<file path="config.mk">
export PLATFORM = sky130hd
export DESIGN_NAME = fetch_controller
export DESIGN_NICKNAME = d
export VERILOG_FILES = /design/src/rtl/fetch_controller.sv
export SDC_FILE = /design/constraint.sdc
export NUM_CORES = 1
export LEC_CHECK = 0
export ABC_CLOCK_PERIOD_IN_PS = 2800
export CAP_MARGIN = 10
export CELL_PAD_IN_SITES_DETAIL_PLACEMENT = 0
export CELL_PAD_IN_SITES_GLOBAL_PLACEMENT = 1
export CORE_AREA = 2 2 108 215
export CTS_BUF_LIST = sky130_fd_sc_hd__clkbuf_4 sky130_fd_sc_hd__clkbuf_8 sky130_fd_sc_hd__clkbuf_16
export DETAILED_ROUTE_END_ITERATION = 8
export DIE_AREA = 0 0 110 217
export PLACE_DENSITY = 0.84
export SLEW_MARGIN = 20
export SYNTH_ARGS = -nofsm -noshare
export SYNTH_HDL_FRONTEND = slang
export SYNTH_SLANG_ARGS = --single-unit
</file>
<file path="constraint.sdc">
create_clock -name clk -period 2.8 [get_ports clk]
set_clock_uncertainty 0.1 [all_clocks]
set_input_delay 0.28 -clock clk [delete_from_list [all_inputs] [get_ports clk]]
set_output_delay 0.28 -clock clk [all_outputs]
set_load 0.03 [all_outputs]
</file>
<file path="src/rtl/fetch_controller.sv">
// Instruction fetch sequencer: owns the PC, addresses a combinational instruction memory and
// registers the returned word for decode, handling stalls, redirects, halt and address faults.
module fetch_controller #(
    parameter logic [31:0] RESET_PC  = 32'h0000_0000,
    parameter int unsigned MEM_WORDS = 256
) (
    input  logic        clk,
    input  logic        reset,
    input  logic        stall,
    input  logic        branch_taken,
    input  logic [31:0] branch_target,
    input  logic        halt_req,
    output logic [31:0] imem_addr,
    input  logic [31:0] imem_instr,
    output logic [31:0] instr_out,
    output logic [31:0] pc_out,
    output logic [31:0] pc_plus4,
    output logic        instr_valid,
    output logic        halted,
    output logic        fault,
    output logic [31:0] fault_addr,
    output logic [31:0] fetch_count
);

    typedef enum logic [1:0] {StIdle, StFetch, StHalt, StFault} state_e;

    state_e      state_q, state_d;
    logic [31:0] pc_q, pc_d;
    logic [31:0] instr_q, instr_d;
    logic [31:0] pc_out_q, pc_out_d;
    logic        valid_q, valid_d;
    logic [31:0] fault_addr_q, fault_addr_d;
    logic [31:0] count_q, count_d;

    // Misaligned or beyond the last word; also catches a PC that would wrap past 2^32.
    function automatic logic addr_bad(input logic [31:0] a);
        return (a[1:0] != 2'b00) || ((a >> 2) >= 32'(MEM_WORDS));
    endfunction

    always_ff @(posedge clk) begin
        if (reset) begin
            state_q      <= StIdle;
            pc_q         <= RESET_PC;
            instr_q      <= 32'h0;
            pc_out_q     <= 32'h0;
            valid_q      <= 1'b0;
            fault_addr_q <= 32'h0;
            count_q      <= 32'h0;
        end else begin
            state_q      <= state_d;
            pc_q         <= pc_d;
            instr_q      <= instr_d;
            pc_out_q     <= pc_out_d;
            valid_q      <= valid_d;
            fault_addr_q <= fault_addr_d;
            count_q      <= count_d;
        end
    end

    always_comb begin
        state_d      = state_q;
        pc_d         = pc_q;
        instr_d      = instr_q;
        pc_out_d     = pc_out_q;
        valid_d      = valid_q;
        fault_addr_d = fault_addr_q;
        count_d      = count_q;
        case (state_q)
            StIdle: begin
                state_d = StFetch;
            end
            StFetch: begin
                if (halt_req) begin
                    state_d = StHalt;
                    valid_d = 1'b0;
                end else if (addr_bad(pc_q)) begin
                    state_d      = StFault;
                    fault_addr_d = pc_q;
                    valid_d      = 1'b0;
                end else if (stall) begin
                    // Everything holds; a pending branch is re-presented once stall drops.
                end else if (branch_taken) begin
                    valid_d = 1'b0;
                    if (addr_bad(branch_target)) begin
                        state_d      = StFault;
                        fault_addr_d = branch_target;
                    end else begin
                        pc_d = branch_target;
                    end
                end else begin
                    instr_d  = imem_instr;
                    pc_out_d = pc_q;
                    valid_d  = 1'b1;
                    pc_d     = pc_q + 32'd4;
                    count_d  = count_q + 32'd1;
                end
            end
            StHalt: begin
                valid_d = 1'b0;
            end
            StFault: begin
                valid_d = 1'b0;
            end
            default: begin
                state_d = StIdle;
            end
        endcase
    end

    assign imem_addr   = pc_q;
    assign instr_out   = instr_q;
    assign pc_out      = pc_out_q;
    assign pc_plus4    = pc_out_q + 32'd4;
    assign instr_valid = valid_q;
    assign halted      = (state_q == StHalt);
    assign fault       = (state_q == StFault);
    assign fault_addr  = fault_addr_q;
    assign fetch_count = count_q;

endmodule

</file>
==> impl_metrics.py, run 1 <==
metrics = {
    "status": {
        "status": "finished, final reports clean",
    },
    "finish": {
        "diodes": 0,
        "fin_util_pct": 47.8,
        "nets": 1165,
        "nFillCells": 2144,
        "drive_gt1_share_pct": 11.0,
        "area_growth_pct": 51.6,
        "fin_cells": 1385,
    },
    "detailed_routing": {
        "drc": 0,
        "wl_um": 23600,
        "drtIter0Drc": 316,
        "wl_per_cell_um": 17.0,
        "dr.pass1.iters": 5,
        "antenna_left": 0,
        "vias": 7203,
        "viasPerCell": 5.20,
    },
    "clocking": {
        "cts-root-buf": "clkbuf_16",
        "clock_sinks": 163,
        "cts_htree_levels": 4,
        "cts_tree": "yes",
        "insertion_delay_ns": 0.42,
        "postCtsHoldBufs": 0,
        "path_clk_slew_ns": 0.06,
        "numCtsBuffers": 17,
        "cts_max_path_buffers": 2,
    },
    "synth": {
        "synth_area_leaders": "dfxtp_1 (46%), a21oi_1 (7.0%), nand2_1 (6.2%), nor3_1 (3.2%), a211oi_1 (2.9%)",
        "ys.warnings.count": 0,
        "seq_area_frac_synth_pct": 46.3,
        "synth_flop_cell": "dfxtp_1",
        "netlist_area_um2": 7040,
        "synthesis.nets": 900,
        "ys_async_sr_fraction_pct": 0,
        "ys_seq_elements": 163,
        "synth_top_cell_by_area": "dfxtp_1",
        "synth_edf_count": 0,
        "syn_inst": 827,
        "avgSynthCellArea_um2": 8.52,
        "synth_cell_type_count": 54,
        "synth.most_common_cell": "dfxtp_1",
        "synth.cells.most_frequent": "dfxtp_1 (163), nand2_1 (117), a21oi_1 (99), nor3_1 (45), clkbuf_1 (40)",
        "synth_top_area_share_pct": 46.3,
    },
    "die": {
        "die-area_um2": 23900,
        "rows": 78,
        "fp.dieW_um": 110,
        "start_util_pct": 31.5,
        "die_h_um": 217,
        "ioPinCount": 264,
        "core_um2": 22300,
    },
    "power_and_ir_drop": {
        "p_total_mw": 5.07,
        "power_density_nw_per_um2": 475,
        "p_leak_nw": 3.81,
        "vdd_drop_max_v": 0.000301,
    },
    "min_path": {
        "hp-start": "reset",
        "hold_class": "in -> reg",
    },
    "global_route": {
        "grt_use_total_pct": 19.7,
        "grt_antenna_before_repair": 1,
        "grt_max_degree": 59,
        "grt_pass1_wl_um": 37200,
        "grt_overflow_total": 0,
        "grt_pass1_vias": 7045,
    },
    "critical_path": {
        "crit_fanout": 6,
        "crit_path_start": "pc_out[17]$_SDFFE_PP0P_",
        "cp.required_ns": 2.42,
        "cp.arrival_ns": 2.31,
        "crit_path_start_kind": "register",
        "end_kind": "primary output",
        "r2r_start": "imem_addr[17]$_SDFFE_PP0P_",
        "crit_type": "reg -> out",
    },
    "timing": {
        "finalCriticalPeriod_ns": 2.69,
        "setup_violations": 0,
        "final_max_slew_viol_count": 0,
        "fmax_mhz": 372,
        "max_slew_margin_pct": 49.7,
        "worst_pin_slew_ns": 0.754,
        "fin_crit_sh_pct": 96.0,
        "hold_viol_final": 0,
    },
    "placement": {
        "dp.cells": 1348,
        "place_congestion": 0.795,
        "numPortBuffers": 263,
        "hpwl_um": 17200,
    },
    "flow_run": {
        "drv_cap": 0,
    },
}
==> cell usage in the layout (no fill, tap or decap), types with 18 or more instances in the layout <==
cell / netlist / final
nor2b_1: 20 / 20
a21oi_1: 99 / 98
xnor2_1: 21 / 21
o21ai_0: 21 / 21
nand4_1: 20 / 20
nor3_1: 45 / 41
and3_1: 28 / 27
nand2_1: 117 / 117
nand3_1: 25 / 24
buf_4: 6 / 52
nor4_1: 21 / 18
dfxtp_1: 163 / 156
nor2_1: 24 / 24
clkdlybuf4s50_1: 0 / 242
a211oi_1: 27 / 27
==> worst max-delay path, stage by stage (launching register included) <==
cell and delay (ns):
dfxtp_1 0.43, nand4_1 0.22, nor4_2 0.27, buf_4 0.17, nand3_1 0.15, nor3_2 0.22, xor2_1 0.23, buf_4 0.20
==> stage by stage <==
step	area [µm²]	hold WS [ns]	worst slack, ns	TNS, ns
global route	10700	0.277	-0.0232	-0.0263
finish	10700	0.264	0.113	0
CTS	10600	0.248	0.0149	0
global placement	10000	0.337	0.0798	0
floorplan	7040	0.320	0.209	0
detailed placement	10000	0.347	0.0343	0
==> flip-flops by register name (all words and copies together), names as in the netlist <==
register,count
fault_addr,32
fetch_count,32
imem_addr,32
instr_out,32
pc_out,32
state_q,2
instr_valid,1
==> per-layer routing <==
metal | vias to the layer above | global-route usage, % | wire [µm]
met5 | - | 0 | 13
met4 | 2 | 5.40 | 282
met3 | 20 | 7.25 | 2400
met2 | 299 | 31.5 | 11100
met1 | 3375 | 24.6 | 9810
li1 | 3507 | - | -
==> final cells by class <==
cell class              count  area (µm²)  area share, %
clock inverters            13         124           1.16
well taps                 280         350           3.28
multi-input cells         590        3500           32.8
inverters                  15        56.3          0.527
flip-flops and latches    163        3270           30.6
repair buffers            305        2930           27.4
clock buffers              19         447           4.18
==> cell families after synthesis <==
family | Yosys count | share of synthesized area [%]
multiplexers | 1 | 0.142
AO/OA/AOI/OAI | 185 | 16.0
XOR/XNOR | 35 | 4.35
flip-flops | 163 | 46.3
AND/OR/NAND/NOR | 365 | 27.8
adder cells (fa/ha/maj) | 4 | 0.711
buffers and inverters | 74 | 4.67
==> report_power, final <==
part	total, mW	switching (mW)	leakage (nW)	internal (mW)
combinational	0.429	0.229	2.21	0.199
clock	2.27	0.996	0.275	1.27
sequential	2.37	0.0237	1.32	2.35
==> path summary, 6_finish.rpt <==
| kind | end | slack [ns] | depth (start not counted) |
|---|---|---|---|
| worst min-delay path | fetch_count[14]$_SDFFE_PP0P_ | 0.26 | 2 |
| worst max-delay path | pc_plus4[30] | 0.11 | 7 |
| worst max register to register | fetch_count[28]$_SDFFE_PP0P_ | 0.35 | 5 |
| worst min register to register | instr_out[6]$_SDFFE_PP0P_ | 0.35 | 2 |
==> what timing repair did <==
item	4_1_cts	5_1_grt
gates resized for setup	13	16
buffers inserted	3	2
pin swaps	3	3
gates cloned	0	0
endpoints found under the setup margin	13	10
No activity file was read; power rests on OpenSTA's default activity.
==> inputs of run 2 (changes only) <==
--- a/config.mk
+++ b/config.mk
@@ -9,10 +9,10 @@
 export CAP_MARGIN = 10
 export CELL_PAD_IN_SITES_DETAIL_PLACEMENT = 0
 export CELL_PAD_IN_SITES_GLOBAL_PLACEMENT = 1
-export CORE_AREA = 2 2 108 215
+export CORE_AREA = 4 4 110 217
 export CTS_BUF_LIST = sky130_fd_sc_hd__clkbuf_4 sky130_fd_sc_hd__clkbuf_8 sky130_fd_sc_hd__clkbuf_16
 export DETAILED_ROUTE_END_ITERATION = 8
-export DIE_AREA = 0 0 110 217
+export DIE_AREA = 0 0 114 221
 export PLACE_DENSITY = 0.84
 export SLEW_MARGIN = 20
 export SYNTH_ARGS = -nofsm -noshare
==> impl_metrics.py, run 2 (synthesis results as in run 1) <==
metrics = {
    "global_route": {
        "grt_pass1_wl_um": 40300,
        "grt_overflow_total": 0,
        "grt_use_total_pct": 20.5,
        "grt_pass1_vias": 7168,
        "grt_max_degree": 58,
        "grt_antenna_before_repair": 0,
    },
    "critical_path": {
        "crit_path_start_kind": "register",
        "path_cells": "and4_1 -> and3_1 -> nand3_1 -> nor4_1 -> xor2_1 -> clkdlybuf4s15_2",
        "slowest_stage": "dfxtp_1",
        "path_buf_inv": 1,
        "r2r_start": "imem_addr[18]$_SDFFE_PP0P_",
        "crit_fanout": 6,
        "crit_cells": 6,
        "cpLargestDelayFamily": "simple AND/OR/NAND/NOR gates",
        "cp.required_ns": 2.42,
        "rr_worst_depth": 5,
        "rr_endpoint": "fetch_count[10]$_SDFFE_PP0P_",
        "end_kind": "primary output",
        "cp.arrival_ns": 2.37,
        "crit_type": "reg -> out",
        "slowest_delay_ns": 0.38,
        "r2r_slack_ns": 0.45,
    },
    "status": {
        "status": "finished, final reports clean",
    },
    "clocking": {
        "cts-root-buf": "clkbuf_16",
        "cts_tree": "yes",
        "postCtsHoldBufs": 0,
        "path_clk_slew_ns": 0.06,
        "clock_sinks": 163,
        "numCtsBuffers": 17,
        "insertion_delay_ns": 0.44,
        "cts_htree_levels": 4,
        "cts_max_path_buffers": 2,
    },
    "min_path": {
        "hold_class": "in -> reg",
        "hp-start": "reset",
        "worst_hold_path.endpoint": "fetch_count[14]$_SDFFE_PP0P_",
        "whs_path_depth": 2,
    },
    "die": {
        "die-area_um2": 25200,
        "start_util_pct": 31.8,
        "die_h_um": 221,
        "core_um2": 22200,
        "ioPinCount": 264,
        "fp.dieW_um": 114,
        "rows": 77,
    },
    "finish": {
        "layout_common_cells": "clkdlybuf4s50_1 (242), dfxtp_1 (163), nand2_1 (117)",
        "drive_gt1_share_pct": 10.7,
        "nets": 1176,
        "area_growth_pct": 52.0,
        "diodes": 0,
        "nFillCells": 2213,
        "mostFrequentLayoutCell": "clkdlybuf4s50_1",
    },
    "timing": {
        "final_max_slew_viol_count": 0,
        "setup_violations": 0,
        "hold_viol_final": 0,
        "worst_pin_slew_ns": 0.641,
        "max_slew_margin_pct": 56.8,
        "tns_ns": 0,
        "rsz0062_at_grt": "yes",
        "finalCriticalPeriod_ns": 2.75,
        "fin_crit_sh_pct": 98.1,
        "fin_hold_ws_ns": 0.217,
        "fmax_mhz": 364,
    },
    "detailed_routing": {
        "antenna_left": 0,
        "viasPerCell": 5.17,
        "wl_um": 25900,
        "drtIter0Drc": 424,
        "vias": 7192,
        "wl_per_cell_um": 18.6,
        "dr.pass1.iters": 5,
        "drc": 0,
    },
    "power_and_ir_drop": {
        "power_density_nw_per_um2": 481,
        "p_leak_nw": 3.86,
        "p_total_mw": 5.15,
        "vdd_drop_max_v": 0.000399,
    },
    "placement": {
        "place_congestion": 0.910,
        "hpwl_um": 19200,
        "numPortBuffers": 263,
    },
    "flow_run": {
        "drv_cap": 0,
    },
}
==> run 2: cell type report <==
cell class                 instances  area, µm²  share of cell area [%]
clock buffer                      23        477                    4.45
timing repair buffer             316       2990                    28.0
sequential                       163       3260                    30.5
multi-input combinational        590       3470                    32.4
inverter                          15       56.3                   0.526
tap                              276        345                    3.23
clock inverter                     9        106                   0.993
==> run 2: worst max-delay path by stage <==
stage                                  startpoint  slack [ns]      endpoint
after floorplan            pc_out[8]$_SDFFE_PP0P_        0.21  pc_plus4[30]
after global placement    pc_out[11]$_SDFFE_PP0P_        0.06  pc_plus4[24]
after detailed placement  pc_out[11]$_SDFFE_PP0P_        0.04  pc_plus4[24]
after CTS                 pc_out[22]$_SDFFE_PP0P_      0.0006  pc_plus4[31]
after global routing      pc_out[11]$_SDFFE_PP0P_       -0.13  pc_plus4[25]
final                     pc_out[11]$_SDFFE_PP0P_        0.05  pc_plus4[25]
==> run 2: where the power goes <==
part	switching, mW	leakage, nW	internal (mW)	total [mW]
registers	0.0236	1.32	2.35	2.37
clock network	0.961	0.284	1.38	2.34
logic	0.232	2.26	0.201	0.433
==> run 2: routing by layer <==
layer	global-route usage [%]	vias to the layer above	wire length (µm)
li1	-	3518	-
met1	22.5	3407	9920
met2	37.1	211	13900
met3	3.23	56	1110
met4	10.3	0	977
met5	0	-	0
==> run 2: worst register-to-register path, stage by stage, from the launching register on <==
cell and delay [ns]:
dfxtp_1 0.35, nor4_1 0.44, and4_1 0.40, nand4_4 0.30, or4_1 0.56, a21oi_1 0.14
==> run 2: through the flow <==
step | instance area (µm²) | worst slack, ns | util (%) | cells
5_1_grt | 10700 | -0.126 | 48.3 | 1392
2_1_floorplan | 7040 | 0.209 | - | 827
3_5_place_dp | 10100 | 0.0366 | 45.8 | 1358
6_report | 10700 | 0.0541 | 48.3 | 1392
4_1_cts | 10700 | 0.000595 | 48.4 | 1392
3_3_place_gp | 10100 | 0.0575 | 45.8 | 1358
==> run 2: repair_timing <==
item,4_1_cts,5_1_grt
setup buffers,2,0
endpoints found under the setup margin,15,19
gates resized for setup,17,24
pin swaps,1,0
